File: src/rtl/reg_status_file_if.sv
`default_nettype none
// ============================================================================
//  Module   : reg_status_file_if
//  Purpose  : Issue/read/snoop bundle between the Tomasulo issue stage, the
//             common data bus and reg_status_file.
//  Signals  : cdb           {valid, tag, data} broadcast from the CDB
//             rs1_addr/rs2_addr      source register indices
//             rs1_value/rs1_q, rs2_value/rs2_q  operand value / producer tag
//             issue_en/issue_rd/issue_tag       destination claim
//             flush         clear every pending tag
//             pending_count registers currently waiting on a producer
//  Modports : master (issue side), slave (register status file)
//  Revision : 1.0  initial release
// ============================================================================
interface reg_status_file_if #(
    parameter int DATA_W = 32,
    parameter int TAG_W  = 8,
    parameter int ADDR_W = 5,
    parameter int CNT_W  = 6
);
    logic [DATA_W+TAG_W:0] cdb;
    logic [ADDR_W-1:0]     rs1_addr;
    logic [DATA_W-1:0]     rs1_value;
    logic [TAG_W-1:0]      rs1_q;
    logic [ADDR_W-1:0]     rs2_addr;
    logic [DATA_W-1:0]     rs2_value;
    logic [TAG_W-1:0]      rs2_q;
    logic                  issue_en;
    logic [ADDR_W-1:0]     issue_rd;
    logic [TAG_W-1:0]      issue_tag;
    logic                  flush;
    logic [CNT_W-1:0]      pending_count;

    modport master (
        output cdb, rs1_addr, rs2_addr, issue_en, issue_rd, issue_tag, flush,
        input  rs1_value, rs1_q, rs2_value, rs2_q, pending_count
    );

    modport slave (
        input  cdb, rs1_addr, rs2_addr, issue_en, issue_rd, issue_tag, flush,
        output rs1_value, rs1_q, rs2_value, rs2_q, pending_count
    );
endinterface
`default_nettype wire

File: src/rtl/reg_status_file.sv
`default_nettype none
// ============================================================================
//  Module   : reg_status_file
//  Purpose  : Architectural register file with a per-register producer tag
//             (Qi). Issue reads operands as a value (tag 0) or a pending
//             producer tag and claims its destination; the CDB is snooped
//             every cycle to retire pending registers. Register 0 is zero.
//  Ports    : clk  rising-edge clock
//             rst  asynchronous active-high reset
//             bus  reg_status_file_if.slave (cdb, rs1/rs2 reads, issue
//                  claim, flush, pending_count)
//  Options  : REG_STATUS_CDB_BYPASS_EN - forward a same-cycle CDB result onto
//             the read ports when it retires the register being read.
//  Revision : 1.0  initial release
// ============================================================================
module reg_status_file #(
    parameter int NREG   = 32,
    parameter int TAG_W  = 8,
    parameter int DATA_W = 32
) (
    input  logic              clk,
    input  logic              rst,
    reg_status_file_if.slave  bus
);

    localparam int c_addr_w = $clog2(NREG);
    localparam int c_cnt_w  = $clog2(NREG) + 1;

    // ------------------------------------------------------------------
    // State
    // ------------------------------------------------------------------
    logic [DATA_W-1:0]  r_value [NREG];
    logic [TAG_W-1:0]   r_tag   [NREG];
    logic [c_cnt_w-1:0] r_pending_count;

    // ------------------------------------------------------------------
    // CDB and issue decode
    // ------------------------------------------------------------------
    logic              w_cdb_valid;
    logic [TAG_W-1:0]  w_cdb_tag;
    logic [DATA_W-1:0] w_cdb_data;
    logic              w_cdb_live;
    logic              w_issue_live;

    assign w_cdb_valid = bus.cdb[DATA_W+TAG_W];
    assign w_cdb_tag   = bus.cdb[DATA_W+TAG_W-1:DATA_W];
    assign w_cdb_data  = bus.cdb[DATA_W-1:0];

    // Tag 0 means "no producer": a CDB carrying tag 0 would otherwise match
    // every ready register, so it is dropped here.
    assign w_cdb_live   = w_cdb_valid && (w_cdb_tag != '0);
    assign w_issue_live = bus.issue_en && (bus.issue_tag != '0) && (bus.issue_rd != '0);

    // ------------------------------------------------------------------
    // Per-register next state
    // ------------------------------------------------------------------
    logic [NREG-1:0]   w_hit;
    logic [NREG-1:0]   w_claim;
    logic [DATA_W-1:0] w_value_nxt [NREG];
    logic [TAG_W-1:0]  w_tag_nxt   [NREG];

    for (genvar r = 0; r < NREG; r++) begin : g_reg
        if (r == 0) begin : g_zero
            assign w_hit[r]       = 1'b0;
            assign w_claim[r]     = 1'b0;
            assign w_value_nxt[r] = '0;
            assign w_tag_nxt[r]   = '0;
        end else begin : g_live
            assign w_hit[r]   = w_cdb_live && (r_tag[r] == w_cdb_tag);
            assign w_claim[r] = w_issue_live && (bus.issue_rd == c_addr_w'(r));

            // The CDB value always lands, even under flush or a same-cycle
            // re-claim: the value belongs to the old producer being retired.
            assign w_value_nxt[r] = w_hit[r] ? w_cdb_data : r_value[r];

            // Tag priority: flush, then a new claim, then retirement.
            assign w_tag_nxt[r] = bus.flush  ? '0            :
                                  w_claim[r] ? bus.issue_tag :
                                  w_hit[r]   ? '0            : r_tag[r];
        end
    end

    always_ff @(posedge clk or posedge rst) begin
        if (rst) begin
            for (int r = 0; r < NREG; r++) begin
                r_value[r] <= '0;
                r_tag[r]   <= '0;
            end
        end else begin
            for (int r = 0; r < NREG; r++) begin
                r_value[r] <= w_value_nxt[r];
                r_tag[r]   <= w_tag_nxt[r];
            end
        end
    end

    // ------------------------------------------------------------------
    // Pending counter
    // ------------------------------------------------------------------
    // A register that retires and is re-claimed in the same cycle stays
    // pending, so it is excluded from the retire count; a claim only adds
    // one when the destination was previously ready.
    logic [c_cnt_w-1:0] w_retire_cnt;
    logic               w_new_claim;

    always_comb begin
        w_retire_cnt = '0;
        for (int r = 0; r < NREG; r++) begin
            w_retire_cnt = w_retire_cnt + c_cnt_w'(w_hit[r] & ~w_claim[r]);
        end
    end

    assign w_new_claim = w_issue_live && (r_tag[bus.issue_rd] == '0);

    always_ff @(posedge clk or posedge rst) begin
        if (rst) begin
            r_pending_count <= '0;
        end else if (bus.flush) begin
            r_pending_count <= '0;
        end else begin
            r_pending_count <= r_pending_count + c_cnt_w'(w_new_claim) - w_retire_cnt;
        end
    end

    assign bus.pending_count = r_pending_count;

    // ------------------------------------------------------------------
    // Combinational read ports (pre-issue state; same-cycle claims unseen)
    // ------------------------------------------------------------------
    logic [DATA_W-1:0] w_rs1_value;
    logic [TAG_W-1:0]  w_rs1_q;
    logic [DATA_W-1:0] w_rs2_value;
    logic [TAG_W-1:0]  w_rs2_q;

    always_comb begin
        w_rs1_value = r_value[bus.rs1_addr];
        w_rs1_q     = r_tag[bus.rs1_addr];
`ifdef REG_STATUS_CDB_BYPASS_EN
        // w_cdb_live implies a nonzero tag, so only pending registers match.
        if (w_cdb_live && (w_rs1_q == w_cdb_tag)) begin
            w_rs1_value = w_cdb_data;
            w_rs1_q     = '0;
        end
`endif
        if (bus.rs1_addr == '0) begin
            w_rs1_value = '0;
            w_rs1_q     = '0;
        end
    end

    always_comb begin
        w_rs2_value = r_value[bus.rs2_addr];
        w_rs2_q     = r_tag[bus.rs2_addr];
`ifdef REG_STATUS_CDB_BYPASS_EN
        if (w_cdb_live && (w_rs2_q == w_cdb_tag)) begin
            w_rs2_value = w_cdb_data;
            w_rs2_q     = '0;
        end
`endif
        if (bus.rs2_addr == '0) begin
            w_rs2_value = '0;
            w_rs2_q     = '0;
        end
    end

    assign bus.rs1_value = w_rs1_value;
    assign bus.rs1_q     = w_rs1_q;
    assign bus.rs2_value = w_rs2_value;
    assign bus.rs2_q     = w_rs2_q;

endmodule
`default_nettype wire
File: src/flat_wrapper.sv
// flat-port wrapper written by rule: the top's interface ports become plain ports
module reg_status_file_flat 
#(
    parameter int NREG   = 32,
    parameter int TAG_W  = 8,
    parameter int DATA_W = 32
)
  (clk, rst, bus_cdb, bus_rs1_addr, bus_rs2_addr, bus_issue_en, bus_issue_rd, bus_issue_tag, bus_flush, bus_rs1_value, bus_rs1_q, bus_rs2_value, bus_rs2_q, bus_pending_count);
  reg_status_file_if #(.DATA_W(DATA_W), .TAG_W(TAG_W)) bus_i ();
  input  logic clk;
  input  logic rst;
  input wire logic [$bits(bus_i.cdb)-1:0] bus_cdb;
  input wire logic [$bits(bus_i.rs1_addr)-1:0] bus_rs1_addr;
  input wire logic [$bits(bus_i.rs2_addr)-1:0] bus_rs2_addr;
  input wire logic [$bits(bus_i.issue_en)-1:0] bus_issue_en;
  input wire logic [$bits(bus_i.issue_rd)-1:0] bus_issue_rd;
  input wire logic [$bits(bus_i.issue_tag)-1:0] bus_issue_tag;
  input wire logic [$bits(bus_i.flush)-1:0] bus_flush;
  output wire logic [$bits(bus_i.rs1_value)-1:0] bus_rs1_value;
  output wire logic [$bits(bus_i.rs1_q)-1:0] bus_rs1_q;
  output wire logic [$bits(bus_i.rs2_value)-1:0] bus_rs2_value;
  output wire logic [$bits(bus_i.rs2_q)-1:0] bus_rs2_q;
  output wire logic [$bits(bus_i.pending_count)-1:0] bus_pending_count;
  assign bus_i.cdb = bus_cdb;
  assign bus_i.rs1_addr = bus_rs1_addr;
  assign bus_i.rs2_addr = bus_rs2_addr;
  assign bus_i.issue_en = bus_issue_en;
  assign bus_i.issue_rd = bus_issue_rd;
  assign bus_i.issue_tag = bus_issue_tag;
  assign bus_i.flush = bus_flush;
  assign bus_rs1_value = bus_i.rs1_value;
  assign bus_rs1_q = bus_i.rs1_q;
  assign bus_rs2_value = bus_i.rs2_value;
  assign bus_rs2_q = bus_i.rs2_q;
  assign bus_pending_count = bus_i.pending_count;
  reg_status_file #(.NREG(NREG), .TAG_W(TAG_W), .DATA_W(DATA_W)) u_core (.clk(clk), .rst(rst), .bus(bus_i));
endmodule
File: config.mk
export PLATFORM = sky130hd
export DESIGN_NAME = reg_status_file_flat
export DESIGN_NICKNAME = d
export VERILOG_FILES = /design/src/rtl/reg_status_file_if.sv /design/src/rtl/reg_status_file.sv /design/src/flat_wrapper.sv
export SDC_FILE = /design/constraint.sdc
export NUM_CORES = 2
export LEC_CHECK = 0
export CAP_MARGIN = 40
export CORE_ASPECT_RATIO = 1.75
export CORE_MARGIN = 2
export CORE_UTILIZATION = 57
export DETAILED_ROUTE_END_ITERATION = 7
export PLACE_DENSITY = 0.82
export SKIP_CTS_REPAIR_TIMING = 1
export SYNTH_ARGS = -nofsm -noshare
export SYNTH_HDL_FRONTEND = slang
export SYNTH_SLANG_ARGS = --single-unit
File: constraint.sdc
create_clock -name clk -period 41.2 [get_ports clk]
set_input_delay 8.24 -clock clk [delete_from_list [all_inputs] [get_ports clk]]
set_output_delay 8.24 -clock clk [all_outputs]
set_load 0.03 [all_outputs]
# Yosys cells after proc, flatten, opt, wreduce, memory -nomap -nowiden

Index checks and enable logic that the tools add are counted.

Bitwise operators: 65
Magnitude comparators: 3
Add/sub/neg operators: 32
Equal/unequal tests: 62
Multiplexer cells: 113
Reduce and logical (&&, ||, !) cells: 103

Operators by type and width:

| cell               | count |
|---|---|
| $mux 8             | 101 |
| $bmux 32 s5        | 2 |
| $eq 8x8->1         | 31 |
| $mux 32            | 6 |
| $and 1x6->6        | 31 |
| $not 1->6          | 31 |
| $add 6x6->6        | 30 |
| $bmux 8 s5         | 3 |
| $reduce_bool 3->1  | 31 |
| $eq 5x5->1 const B | 16 |
| $logic_and 1x1->1  | 66 |
| $eq 5x4->1 const B | 8 |
| $eq 5x3->1 const B | 4 |
| $ge 6x6->1 const B | 3 |
| $not 5->6          | 3 |
| $reduce_bool 8->1  | 2 |
| $eq 5x2->1 const B | 2 |
| $logic_not 5->1    | 2 |
| $logic_not 8->1    | 1 |
| $add 6x1->6        | 1 |
| $mux 6             | 1 |
| $sub 6x6->6        | 1 |
| $eq 5x1->1 const B | 1 |
| $reduce_bool 5->1  | 1 |

Output and inout port bits: 86
Word-level logic and storage cells: 441
Flip-flop bits (word level): 1,246
Bits of input ports: 68

# Longest topological paths before layout

Word-level depth: 38
Gate-level depth with buffers: 30
Mapped depth without buffers: 27

# Least setup slack after synthesis

No wires, ideal clock.

Path kind: input to output
Start point: in bus_rs1_addr[0]
End point: out bus_rs1_q[3]
Data required time: 32.960 ns
Slack: 22.741 ns
Buffers on the path: 2
Arrival time: 10.219 ns
Cell stages on the path: 5
Path through: buf_6 -> clkbuf_1 -> mux4_2 -> mux4_2 -> mux2_2

Word-level cells in the longest chain between the ends: 5
Elaborated cells between the ends (all ways): 6
Classes of those cells: 4 x mux; 1 x bitwise; 1 x reduce/logical

RTL lines:

| item                                       | line                   | text |
|---|---|---|
| from (decl)                                | flat_wrapper.sv:13     | `input wire logic [$bits(bus_i.rs1_addr)-1:0] bus_rs1_addr;` |
| $not 5->6 (not written as such)            | reg_status_file.sv:137 | `w_rs1_q = r_tag[bus.rs1_addr];` |
| $bmux 8 s5                                 | reg_status_file.sv:137 |  |
| $mux 8 (not written as such) (2 in series) | reg_status_file.sv:137 |  |
| $mux 8 *                                   | reg_status_file.sv:145 | `if (bus.rs1_addr == '0) begin` |
| to (decl)                                  | flat_wrapper.sv:20     | `output wire logic [$bits(bus_i.rs1_q)-1:0] bus_rs1_q;` |

Mark *: on every way between the ends. The rest lies on a longest branch, timed or not. The select of a mux whose other input is x is not followed.

# Worst setup path after layout

Start point: in bus_rs2_addr[0]
End point: out bus_rs2_q[7]

Word-level cells in the longest chain between the ends: 5
Elaborated cells between the ends (all ways): 6
Classes of those cells: 4 x mux; 1 x bitwise; 1 x reduce/logical

RTL lines:

| item                                       | line                   | text |
|---|---|---|
| from (decl)                                | flat_wrapper.sv:14     | `input wire logic [$bits(bus_i.rs2_addr)-1:0] bus_rs2_addr;` |
| $not 5->6 (not written as such)            | reg_status_file.sv:153 | `w_rs2_q = r_tag[bus.rs2_addr];` |
| $bmux 8 s5                                 | reg_status_file.sv:153 |  |
| $mux 8 (not written as such) (2 in series) | reg_status_file.sv:153 |  |
| $mux 8 *                                   | reg_status_file.sv:160 | `if (bus.rs2_addr == '0) begin` |
| to (decl)                                  | flat_wrapper.sv:22     | `output wire logic [$bits(bus_i.rs2_q)-1:0] bus_rs2_q;` |

Marks and branches as above.

==> flow_summary_export.csv <==
group,metric,value,unit
logic_synthesis,ys_async_sr_fraction,100,%
clock_network,cts_tree,"done",
logic_synthesis,ys_warn_count,0,
critical_path,worstSetupPathDepth,10,
status,status,"complete, no violations",
critical_path,cpPeakStageDelay,0.62,ns
layout,nets,5236,
global_routing,use_met1,44.2,%
power_and_ir_drop,p_per_area,35.4,nW/um2
logic_synthesis,synth_top_area_share,42.9,%
logic_synthesis,synth_area_leaders,"dfrtp_1 43%, mux4_2 23%, mux2_2 17%",
min_path,whs_path_depth,1,
floorplanning,rows,173,
power_and_ir_drop,internal_power,2.09,mW
timing,setup_ws,19.35,ns
placed_design,hpwl,153000,um
power_and_ir_drop,p_switching,768,uW
detailed_routing,wirelength,250000,um
detailed_routing,drc,0,
min_path,hold_path.class,"flip-flop to flip-flop",
critical_path,path_delay_family,"buffers and inverters",
floorplanning,die_w,274,um
detailed_routing,vias,51600,
timing,fin_skew,0.0540,ns
timing,setup_violations,0,
floorplanning,start_util,57.3,%
global_routing,grt_pass1_vias,53000,
logic_synthesis,seq_area_frac_synth,42.9,%
placed_design,preCtsSetupSlack,19.25,ns
floorplanning,core,127000,um2
floorplanning,die_h,476,um
layout,syn_to_final_growth,11.2,%
global_routing,grt_use_total,39.2,%
detailed_routing,postRouteAntennaNets,0,
logic_synthesis,yosysUniqueCellTypes,58,
logic_synthesis,synthesis.area,72600,um2
logic_synthesis,synth_ff_type,"dfrtp_1",
power_and_ir_drop,p_sw_share,26.9,%
global_routing,grt_first_pass_wirelength,366000,um
timing,rsz0062_at_grt,"no",
critical_path,cp_num_buf_inv,7,
clock_network,cts.sinks,1246,
timing,relSlewSlack,30.7,%
detailed_routing,wl_per_cell,36.2,um
logic_synthesis,synth_top_area_cell,"dfrtp_1",
timing,finalHoldViolCount,0,
critical_path,start_kind,"input pin",
detailed_routing,drt_iter0_markers,5980,
clock_network,cts_root_buf,"clkbuf_16",
clock_network,clock_path_buffers,3,
timing,worst_pin_slew,1.04,ns
power_and_ir_drop,peakVddDrop,0.0459,mV
timing,maxSlewViolCount,0,
layout,drive_gt1_share,44.3,%
placed_design,gp_congestion,1.08,
detailed_routing,via_per_inst,7.48,
logic_synthesis,postSynthCellCount,5188,
global_routing,antenna_found_initial,25,
clock_network,cts_buffers,112,
timing,fmax,45.8,MHz
power_and_ir_drop,pwr-share-seq,46.3,%
power_and_ir_drop,combPwrFrac,14.1,%
critical_path,cp_slowest_cell,"buf_8",
clock_network,cts.clk_slew.worst_paths,0.06,ns
critical_path,cp_cell_sequence,"buf_8 > buf_4 > buf_12 > buf_4 > buf_16 > buf_4 > mux4_2 > mux4_2 > mux2_2 > clkdlybuf4s50_1",
critical_path,r2r_cells,26,
power_and_ir_drop,p_leak,36.1,nW
global_routing,top_usage_layer,"met2",
critical_path,arrival,13.61,ns
floorplanning,boundaryPins,154,
critical_path,worstSetupPathType,"input pin to output port",
timing,fin_crit_sh,53.0,%
clock_network,insertion_delay,0.80,ns
global_routing,grt_use_met2,59.4,%
critical_path,critPathMostFrequentCell,"buf_4",
clock_network,cts_max_level,3,
placed_design,io_buffers,153,
logic_synthesis,syn_avg_cell_area,14.0,um2
logic_synthesis,synth_edf_count,0,
logic_synthesis,ys_ff_latch,1246,
layout,final_util,63.8,%
timing,min_period,21.85,ns
critical_path,cp_max_fo,108,
global_routing,grt_max_degree,137,
critical_path,end_kind,"output port",
global_routing,overflow,0,
placed_design,placed_area,76700,um2
timing,tns,0,ns
detailed_routing,firstDrtPassIters,6,
run,drv_cap,0,
critical_path,cp.required,32.96,ns
floorplanning,die_area,130000,um2
logic_synthesis,syn_nets,5310,
global_routing,use_met3,12.8,%
power_and_ir_drop,power_frac_clock,39.5,%
layout,finalInstanceArea,80700,um2
## cells by family (layout without fill, tap and decap cells)
group | count (synthesis) | in the layout | share of synthesized area, %
AOI/OAI and AO/OA | 390 | 390 | 3.51
xor gates and xnor gates | 251 | 251 | 3.03
adders and majority gates | 54 | 54 | 1.23
buffers and inverters | 594 | 614 | 3.65
DFF | 1246 | 1246 | 42.9
muxes | 1881 | 1881 | 40.4
other | 0 | 27 | 0
and+or+nand+nor | 772 | 772 | 5.21
## power by group through the flow
stage	logic [mW]	registers (mW)	clock network, mW
3_3_place_gp	0.376	1.34	0
5_1_grt	0.429	1.33	1.18
3_5_place_dp	0.398	1.34	0
2_1_floorplan	0.277	1.34	0
4_1_cts	0.401	1.32	1.13
6_report	0.404	1.32	1.13
## synth_stat cells, drive strengths merged (56+ instances only)
cell    count
nor4       75
a22o       78
a21oi     204
clkbuf    250
nand2     235
nor2      119
dfrtp    1246
inv        62
mux2     1154
mux4      726
a22oi      56
nand3     236
xor2      216
buf       281
## layout by cell type, fill, tap and decap left out, types with 8 or more instances in the layout
cell type           n
buf_16             41
nand3_1           209
diode_2            27
ha_1               25
dfrtp_1          1246
mux2_2           1100
clkbuf_16         113
nor3_2             15
nand3_4            27
nand4_1             9
xnor2_1            35
nor4_1             67
bufinv_16          12
buf_12             10
nor2_1            115
fa_1               29
clkdlybuf4s50_1   132
a22oi_1            56
mux4_2            726
or4_1              10
clkinv_2           21
clkbuf_1           20
clkbuf_8           24
a21oi_1           204
buf_8              39
xor2_1            216
buf_4             102
nand2_1           235
nor3_1             32
nor4_2              8
a22o_1             78
mux2_1             54
buf_2              15
inv_1              61
## routing by layer
| metal | routed length, um | vias to the layer above |
|---|---|---|
| met3 | 25800 | 1434 |
| met4 | 28100 | 18 |
| met1 | 79000 | 26900 |
| li1 | - | 19700 |
| met5 | 243 | - |
| met2 | 116000 | 3586 |
## metrics by stage
| stage | cells | power, mW | hold slack, ns |
|---|---|---|---|
| floorplan | 5188 | 1.61 | 0.476 |
| global placement | 6570 | 1.71 | 0.485 |
| detailed placement | 6654 | 1.74 | 0.503 |
| CTS | 6862 | 2.86 | 0.517 |
| global route | 6873 | 2.94 | 0.529 |
| finish | 6897 | 2.86 | 0.512 |
## path summary, 6_finish.rpt
kind | start | endpoint | slack [ns]
max in group asynchronous | rst | u_core.bus.pending_count[4] | 29.42
setup reg to reg | u_core.r_tag[151] | u_core.bus.pending_count[5] | 33.61
setup / recovery | bus_rs2_addr[0] | bus_rs2_q[7] | 19.35
hold reg to reg | u_core.r_value[396] | u_core.r_value[396] | 0.51
min in group asynchronous | rst | u_core.r_value[570] | 7.86
hold / removal | u_core.r_value[396] | u_core.r_value[396] | 0.51
## layout make-up
type / count / area, um2
fill: 8842 / 45900
multi-input combinational: 3348 / 39200
sequential: 1246 / 31200
timing repair buffer: 343 / 4120
clock buffer: 157 / 3230
tap: 1662 / 2080
clock inverter: 51 / 669
inverter: 63 / 240
antenna: 27 / 67.6
## flip-flops by register name, summed over array words and instances, names as in the netlist
signal,cells
u_core.r_value,992
u_core.r_tag,248
u_core.bus.pending_count,6
No activity file was read; power rests on OpenSTA's default activity.
